### config.mk
export PLATFORM = sky130hd
export DESIGN_NAME = noise_gate_flat
export DESIGN_NICKNAME = d
export VERILOG_FILES = /design/src/rtl/noise_gate_pkg.sv /design/src/rtl/noise_gate_if.sv /design/src/rtl/envelope_follower.sv /design/src/rtl/noise_gate.sv /design/src/flat_wrapper.sv
export SDC_FILE = /design/constraint.sdc
export NUM_CORES = 2
export LEC_CHECK = 0
export BUFFER_PORTS_ARGS = -buffer_cell sky130_fd_sc_hd__buf_4
export CORE_MARGIN = 4
export CORE_UTILIZATION = 46
export CTS_BUF_LIST = sky130_fd_sc_hd__clkbuf_2 sky130_fd_sc_hd__clkbuf_4 sky130_fd_sc_hd__clkbuf_8
export DETAILED_ROUTE_END_ITERATION = 7
export PLACE_DENSITY_LB_ADDON = 0.25
export SLEW_MARGIN = 30
export SYNTH_ARGS = -nofsm -noshare
export SYNTH_HDL_FRONTEND = slang
export SYNTH_HIERARCHICAL = 1
export SYNTH_SLANG_ARGS = --single-unit
### constraint.sdc
create_clock -name CLOCK_50 -period 8.5 [get_ports CLOCK_50]
set_input_delay 0.85 -clock CLOCK_50 [delete_from_list [all_inputs] [get_ports CLOCK_50]]
set_output_delay 0.85 -clock CLOCK_50 [all_outputs]
set_load 0.05 [all_outputs]
### src/rtl/noise_gate_pkg.sv
// rtl/noise_gate_pkg.sv - shared widths, gate state encoding and gain helper
package noise_gate_pkg;

  localparam int SAMPLE_W = 32;
  localparam int GAIN_W   = 9;
  localparam logic [GAIN_W-1:0] GAIN_UNITY = 9'd256;

  typedef enum logic [2:0] {
    CLOSED  = 3'd0,
    ATTACK  = 3'd1,
    OPEN    = 3'd2,
    HOLD    = 3'd3,
    RELEASE = 3'd4
  } gate_state_t;

  // Q1.8 gain: 41-bit signed product, arithmetic shift, truncate to sample width
  function automatic logic [SAMPLE_W-1:0] apply_gain(input logic [SAMPLE_W-1:0] s,
                                                     input logic [GAIN_W-1:0] g);
    logic signed [40:0] prod;
    prod = $signed({{9{s[SAMPLE_W-1]}}, s}) * $signed({32'd0, g});
    return SAMPLE_W'(prod >>> 8);
  endfunction

endpackage

### src/rtl/noise_gate_if.sv
// rtl/noise_gate_if.sv - stereo sample stream into and out of the noise gate
interface noise_gate_if;
  import noise_gate_pkg::*;

  logic                sample_valid;
  logic [SAMPLE_W-1:0] left_channel_audio_in;
  logic [SAMPLE_W-1:0] right_channel_audio_in;
  logic [SAMPLE_W-1:0] left_channel_audio_out;
  logic [SAMPLE_W-1:0] right_channel_audio_out;
  logic                out_valid;

  modport master (
    output sample_valid, left_channel_audio_in, right_channel_audio_in,
    input  left_channel_audio_out, right_channel_audio_out, out_valid
  );

  modport slave (
    input  sample_valid, left_channel_audio_in, right_channel_audio_in,
    output left_channel_audio_out, right_channel_audio_out, out_valid
  );

endinterface

### src/rtl/envelope_follower.sv
// rtl/envelope_follower.sv - stereo peak envelope with exponential decay
module envelope_follower
  import noise_gate_pkg::*;
#(
  parameter int ENV_DECAY_SHIFT = 10
) (
  input  logic                CLOCK_50,
  input  logic                resetn,
  input  logic                sample_valid,
  input  logic [SAMPLE_W-1:0] left_in,
  input  logic [SAMPLE_W-1:0] right_in,
  output logic [30:0]         env_next
);

  logic [30:0] env;
  logic [30:0] mag_l;
  logic [30:0] mag_r;
  logic [30:0] peak;

  // Most negative sample saturates instead of wrapping to zero
  function automatic logic [30:0] magnitude(input logic [SAMPLE_W-1:0] s);
    if (s == 32'h8000_0000) return 31'h7FFF_FFFF;
    else if (s[SAMPLE_W-1]) return (~s[30:0]) + 31'd1;
    else return s[30:0];
  endfunction

  always_comb begin
    mag_l = magnitude(left_in);
    mag_r = magnitude(right_in);
    peak  = (mag_l >= mag_r) ? mag_l : mag_r;
    env_next = (peak >= env) ? peak : env - (env >> ENV_DECAY_SHIFT);
  end

  always_ff @(posedge CLOCK_50) begin
    if (!resetn) begin
      env <= '0;
    end else if (sample_valid) begin
      env <= env_next;
    end
  end

endmodule

### src/rtl/noise_gate.sv
// rtl/noise_gate.sv - stereo noise gate: envelope-driven attack/hold/release gain
module noise_gate
  import noise_gate_pkg::*;
#(
  parameter logic [30:0] THRESH_OPEN     = 31'd46238,
  parameter logic [30:0] THRESH_CLOSE    = 31'd5395,
  parameter int          HOLD_SAMPLES    = 2400,
  parameter int          ATTACK_STEP     = 32,
  parameter int          RELEASE_STEP    = 1,
  parameter int          ENV_DECAY_SHIFT = 10
) (
  input  logic              CLOCK_50,
  input  logic              resetn,
  input  logic              enable,
  noise_gate_if.slave       audio,
  output logic              gate_open,
  output logic [GAIN_W-1:0] gain
);

  localparam int HOLD_W = $clog2(HOLD_SAMPLES + 1);
  localparam logic [HOLD_W-1:0] HOLD_LOAD = HOLD_W'(HOLD_SAMPLES - 1);
  localparam logic [GAIN_W:0]   A_STEP    = (GAIN_W + 1)'(ATTACK_STEP);
  localparam logic [GAIN_W-1:0] R_STEP    = GAIN_W'(RELEASE_STEP);

  gate_state_t         state;
  logic [HOLD_W-1:0]   hold_cnt;
  logic [30:0]         env_next;
  logic                open_hit;
  logic                close_hit;
  logic [GAIN_W:0]     gain_sum;
  logic [GAIN_W-1:0]   gain_up;
  logic [GAIN_W-1:0]   gain_dn;
  logic                cap_valid;
  logic [SAMPLE_W-1:0] cap_l;
  logic [SAMPLE_W-1:0] cap_r;

  envelope_follower #(.ENV_DECAY_SHIFT(ENV_DECAY_SHIFT)) u_env (
    .CLOCK_50     (CLOCK_50),
    .resetn       (resetn),
    .sample_valid (audio.sample_valid),
    .left_in      (audio.left_channel_audio_in),
    .right_in     (audio.right_channel_audio_in),
    .env_next     (env_next)
  );

  assign open_hit  = env_next > THRESH_OPEN;
  assign close_hit = env_next < THRESH_CLOSE;
  assign gain_sum  = {1'b0, gain} + A_STEP;
  assign gain_up   = (gain_sum > {1'b0, GAIN_UNITY}) ? GAIN_UNITY : gain_sum[GAIN_W-1:0];
  assign gain_dn   = (gain < R_STEP) ? '0 : gain - R_STEP;

  // Entering a ramp applies its first step on the same strobe
  always_ff @(posedge CLOCK_50) begin
    if (!resetn) begin
      state     <= CLOSED;
      gain      <= '0;
      hold_cnt  <= '0;
      gate_open <= 1'b0;
    end else if (audio.sample_valid) begin
      case (state)
        CLOSED: if (open_hit) begin
          gain      <= gain_up;
          state     <= (gain_up == GAIN_UNITY) ? OPEN : ATTACK;
          gate_open <= 1'b1;
        end
        ATTACK: begin
          gain <= gain_up;
          if (close_hit) begin
            state     <= RELEASE;
            gate_open <= 1'b0;
          end else if (gain_up == GAIN_UNITY) begin
            state <= OPEN;
          end
        end
        OPEN: if (close_hit) begin
          state    <= HOLD;
          hold_cnt <= HOLD_LOAD;
        end
        HOLD: begin
          if (open_hit) begin
            state <= OPEN;
          end else if (hold_cnt == '0) begin
            gain      <= gain_dn;
            state     <= (gain_dn == '0) ? CLOSED : RELEASE;
            gate_open <= 1'b0;
          end else begin
            hold_cnt <= hold_cnt - 1'b1;
          end
        end
        RELEASE: begin
          gain <= gain_dn;
          if (open_hit) begin
            state     <= ATTACK;
            gate_open <= 1'b1;
          end else if (gain_dn == '0) begin
            state <= CLOSED;
          end
        end
        default: begin
          state     <= CLOSED;
          gain      <= '0;
          gate_open <= 1'b0;
        end
      endcase
    end
  end

  // Capture stage, then output stage scaled by the gain updated on the strobe
  always_ff @(posedge CLOCK_50) begin
    if (!resetn) begin
      cap_valid                     <= 1'b0;
      cap_l                         <= '0;
      cap_r                         <= '0;
      audio.out_valid               <= 1'b0;
      audio.left_channel_audio_out  <= '0;
      audio.right_channel_audio_out <= '0;
    end else begin
      cap_valid       <= audio.sample_valid;
      audio.out_valid <= cap_valid;
      if (audio.sample_valid) begin
        cap_l <= audio.left_channel_audio_in;
        cap_r <= audio.right_channel_audio_in;
      end
      if (cap_valid) begin
        audio.left_channel_audio_out  <= enable ? apply_gain(cap_l, gain) : cap_l;
        audio.right_channel_audio_out <= enable ? apply_gain(cap_r, gain) : cap_r;
      end
    end
  end

endmodule

### src/flat_wrapper.sv
// flat-port wrapper written by rule: the top's interface ports become plain ports
module noise_gate_flat import noise_gate_pkg::*;
#(
  parameter logic [30:0] THRESH_OPEN     = 31'd46238,
  parameter logic [30:0] THRESH_CLOSE    = 31'd5395,
  parameter int          HOLD_SAMPLES    = 2400,
  parameter int          ATTACK_STEP     = 32,
  parameter int          RELEASE_STEP    = 1,
  parameter int          ENV_DECAY_SHIFT = 10
)
  (CLOCK_50, resetn, enable, gate_open, gain, audio_sample_valid, audio_left_channel_audio_in, audio_right_channel_audio_in, audio_left_channel_audio_out, audio_right_channel_audio_out, audio_out_valid);
  noise_gate_if audio_i ();
  input  logic CLOCK_50;
  input  logic resetn;
  input  logic enable;
  output logic gate_open;
  output logic [GAIN_W-1:0] gain;
  input wire logic [$bits(audio_i.sample_valid)-1:0] audio_sample_valid;
  input wire logic [$bits(audio_i.left_channel_audio_in)-1:0] audio_left_channel_audio_in;
  input wire logic [$bits(audio_i.right_channel_audio_in)-1:0] audio_right_channel_audio_in;
  output wire logic [$bits(audio_i.left_channel_audio_out)-1:0] audio_left_channel_audio_out;
  output wire logic [$bits(audio_i.right_channel_audio_out)-1:0] audio_right_channel_audio_out;
  output wire logic [$bits(audio_i.out_valid)-1:0] audio_out_valid;
  assign audio_i.sample_valid = audio_sample_valid;
  assign audio_i.left_channel_audio_in = audio_left_channel_audio_in;
  assign audio_i.right_channel_audio_in = audio_right_channel_audio_in;
  assign audio_left_channel_audio_out = audio_i.left_channel_audio_out;
  assign audio_right_channel_audio_out = audio_i.right_channel_audio_out;
  assign audio_out_valid = audio_i.out_valid;
  noise_gate #(.THRESH_OPEN(THRESH_OPEN), .THRESH_CLOSE(THRESH_CLOSE), .HOLD_SAMPLES(HOLD_SAMPLES), .ATTACK_STEP(ATTACK_STEP), .RELEASE_STEP(RELEASE_STEP), .ENV_DECAY_SHIFT(ENV_DECAY_SHIFT)) u_core (.CLOCK_50(CLOCK_50), .resetn(resetn), .enable(enable), .audio(audio_i), .gate_open(gate_open), .gain(gain));
endmodule
==> flow_summary.yaml <==
outcome:
  status: "finished clean"
worst_setup_path:
  worstPathRequired_ns: 8.99
  cp.arrival_ns: 8.79
  crit_path_top_delay_cell: "or4_4"
  cp_max_fo: 8
  path_delay_family: "simple AND/OR/NAND/NOR gates"
  critPathMaxStageDelay_ns: 0.59
  crit_path_end_kind: "register"
  worstSetupStartpointType: "input port"
  critical_path_class: "input port to register"
  crit_buf_inv: 4
yosys:
  synth.distinct_cells: 90
  ys_warn_count: 6
  synth_area_um2: 31900
  async_flop_share_pct: 0
  synthCells: 3777
  synth_ff_type: "dfxtp_1"
  syn_nets: 4551
  ys_seq_area_share_pct: 11.7
  synth.avg_cell_area_um2: 8.44
  synth.ff_latch_count: 186
  synth_edf_count: 0
global_route:
  grt_pass1_vias: 26900
  antenna_found_initial: 6
  grt_max_degree: 72
  gr-usage-all-layers_pct: 25.8
  grt_pass1_wl_um: 151000
  grt.overflow.total: 0
power:
  power_mw: 4.37
  vdd_drop_max_v: 0.000125
  power.leakage_nw: 18.4
  power-per-cell-area_nw_per_um2: 122
finish:
  mostFrequentLayoutCell: "inv_1"
  nets: 4720
  drive_above_1_share_pct: 14.2
  area_growth_pct: 12.7
  layout_common_cells: "inv_1, nand2_1, fa_1, buf_4, and2_1"
  stdcell_area_um2: 35900
  finalNonFillerCells: 4894
hold_path:
  hold_path.class: "register to register"
route:
  remaining_drc_errors: 0
  drt_wl_total_um: 94600
  via_count: 26700
  antenna_left: 0
  avgViaCountPerCell: 5.46
  drtPass1Iterations: 6
  initialDrtViolationCount: 1887
  wl_per_cell_um: 19.3
clock_tree:
  numCtsBuffers: 17
  cts_sinks: 186
  clk_latency_ns: 0.60
  hold_buffers: 0
  cts_tree: "done"
  htreeDepth: 4
  root_buffer: "clkbuf_8"
  clk_pin_slew_ns: 0.12
  cts.path.max_buffers: 2
timing:
  relSlewSlack_pct: 33.8
  fin_ws_ns: 0.203
  drv_slew: 0
  hold_viol_final: 0
  finalSetupViolations: 0
  min_period_over_period_pct: 97.6
  worst_pin_slew_ns: 0.993
  fin_skew_ns: 0.0207
  fmax_mhz: 121
  timing.final.crit_period_ns: 8.30
placement:
  io_buffer_count: 142
  placed_cell_area_um2: 34900
  gp_congestion: 0.923
  dpl_worst_slack_ns: -0.454
  place_inst: 4840
  place_hpwl_um: 74300
floorplanning:
  die_area_um2: 73600
  core_um2: 68700
  start_util_pct: 46.4
  io_pins: 143
  core.rowCount: 96
  die_y_um: 271
  die_w_um: 271
job:
  maxCapViolCount: 0
## per-stage QoR
step | hold WS [ns] | utilization (%) | setup TNS [ns]
after floorplan | 0.452 | - | 0
after global placement | 0.470 | 50.8 | -5.11
after detailed placement | 0.480 | 50.8 | -8.02
after CTS | 0.493 | 51.4 | 0
after global routing | 0.515 | 52.3 | -0.222
final | 0.493 | 52.3 | 0
## layout make-up
type / count / area, um2
diodes: 4 / 10.0
flip-flops and latches: 186 / 3740
clock buffers: 18 / 248
well taps: 931 / 1160
clock inverters: 14 / 158
fillers: 6503 / 32800
multi-input cells: 2810 / 25600
repair buffers: 374 / 2930
inverters: 557 / 2090
## cell usage after synthesis (12+ instances only)
| library cell | instances | share of area, % |
|---|---|---|
| a211oi_1 | 29 | 0.68 |
| a21o_1 | 40 | 0.94 |
| a21oi_1 | 148 | 2.3 |
| a31oi_1 | 31 | 0.61 |
| and2_1 | 290 | 5.7 |
| and3_1 | 12 | 0.24 |
| buf_1 | 26 | 0.31 |
| clkbuf_1 | 183 | 2.2 |
| dfxtp_1 | 186 | 12 |
| fa_1 | 453 | 28 |
| ha_1 | 253 | 9.9 |
| inv_1 | 556 | 6.5 |
| mux2_2 | 30 | 1.1 |
| mux2i_1 | 126 | 4.0 |
| nand2_1 | 462 | 5.4 |
| nand2b_1 | 18 | 0.35 |
| nand3_1 | 46 | 0.72 |
| nand4_1 | 23 | 0.45 |
| nor2_1 | 189 | 2.2 |
| nor2b_1 | 22 | 0.43 |
| nor3_1 | 32 | 0.50 |
| nor4_1 | 19 | 0.37 |
| o211ai_1 | 16 | 0.38 |
| o21a_1 | 12 | 0.28 |
| o21ai_0 | 126 | 2.0 |
| o21ba_2 | 13 | 0.41 |
| o31ai_1 | 23 | 0.54 |
| o41ai_1 | 17 | 0.47 |
| or3_1 | 15 | 0.29 |
| xnor2_1 | 75 | 2.1 |
| xor2_1 | 83 | 2.3 |
## cell families after synthesis
family | Yosys count | synth area share (%)
simple gates | 1204 | 18.8
buf+inv | 781 | 9.37
fa+ha+maj | 706 | 38.4
compound gates | 581 | 12.2
flops | 186 | 11.7
mux | 161 | 5.25
xor+xnor | 158 | 4.34
## worst paths after layout
check,from,to,slack [ns],cells past startpoint
worst max-delay path,audio_right_channel_audio_in[2],u_core/hold_cnt[8]$_SDFFE_PN0P_,0.20,32
worst min-delay path,u_core/audio.right_channel_audio_out[19]$_SDFFE_PN0P_,u_core/audio.right_channel_audio_out[19]$_SDFFE_PN0P_,0.49,2
worst max register to register,u_core/gain[2]$_SDFFE_PN0P_,u_core/audio.right_channel_audio_out[31]$_SDFFE_PN0P_,1.26,22
worst min register to register,u_core/audio.right_channel_audio_out[19]$_SDFFE_PN0P_,u_core/audio.right_channel_audio_out[19]$_SDFFE_PN0P_,0.49,2
## layer usage
metal  routed length (um)  GRT usage [%]
met3                 6590           5.55
met5                   21              0
met1                42400           35.4
met4                 3000           8.17
met2                42600           40.8
## report_power, final
group | switching (mW) | internal (mW)
clock network | 0.418 | 0.251
logic | 1.46 | 1.11
registers | 0.172 | 0.952
## timing repair
action | CTS | global route
endpoints found under the setup margin | 0 | 25
gates resized for setup | 0 | 84
buffers inserted | 0 | 14
## registers in the layout, indices dropped and copies added, names as in the netlist, 3 cells and up
name and cells:
u_core/cap_l 32, u_core/audio.left_channel_audio_out 32, u_core/gain 9, u_core/u_env/env 31
u_core/hold_cnt 12, u_core/audio.right_channel_audio_out 32, u_core/state 3, u_core/cap_r 32
## worst min-delay path: cells and delay by family, from the launching register on
family             cells  cell delay, ns
AOI/OAI and AO/OA      1            0.05
DFF                    1            0.33
and+or+nand+nor        1            0.08
Note: power is estimated with default switching activity, not from simulation.
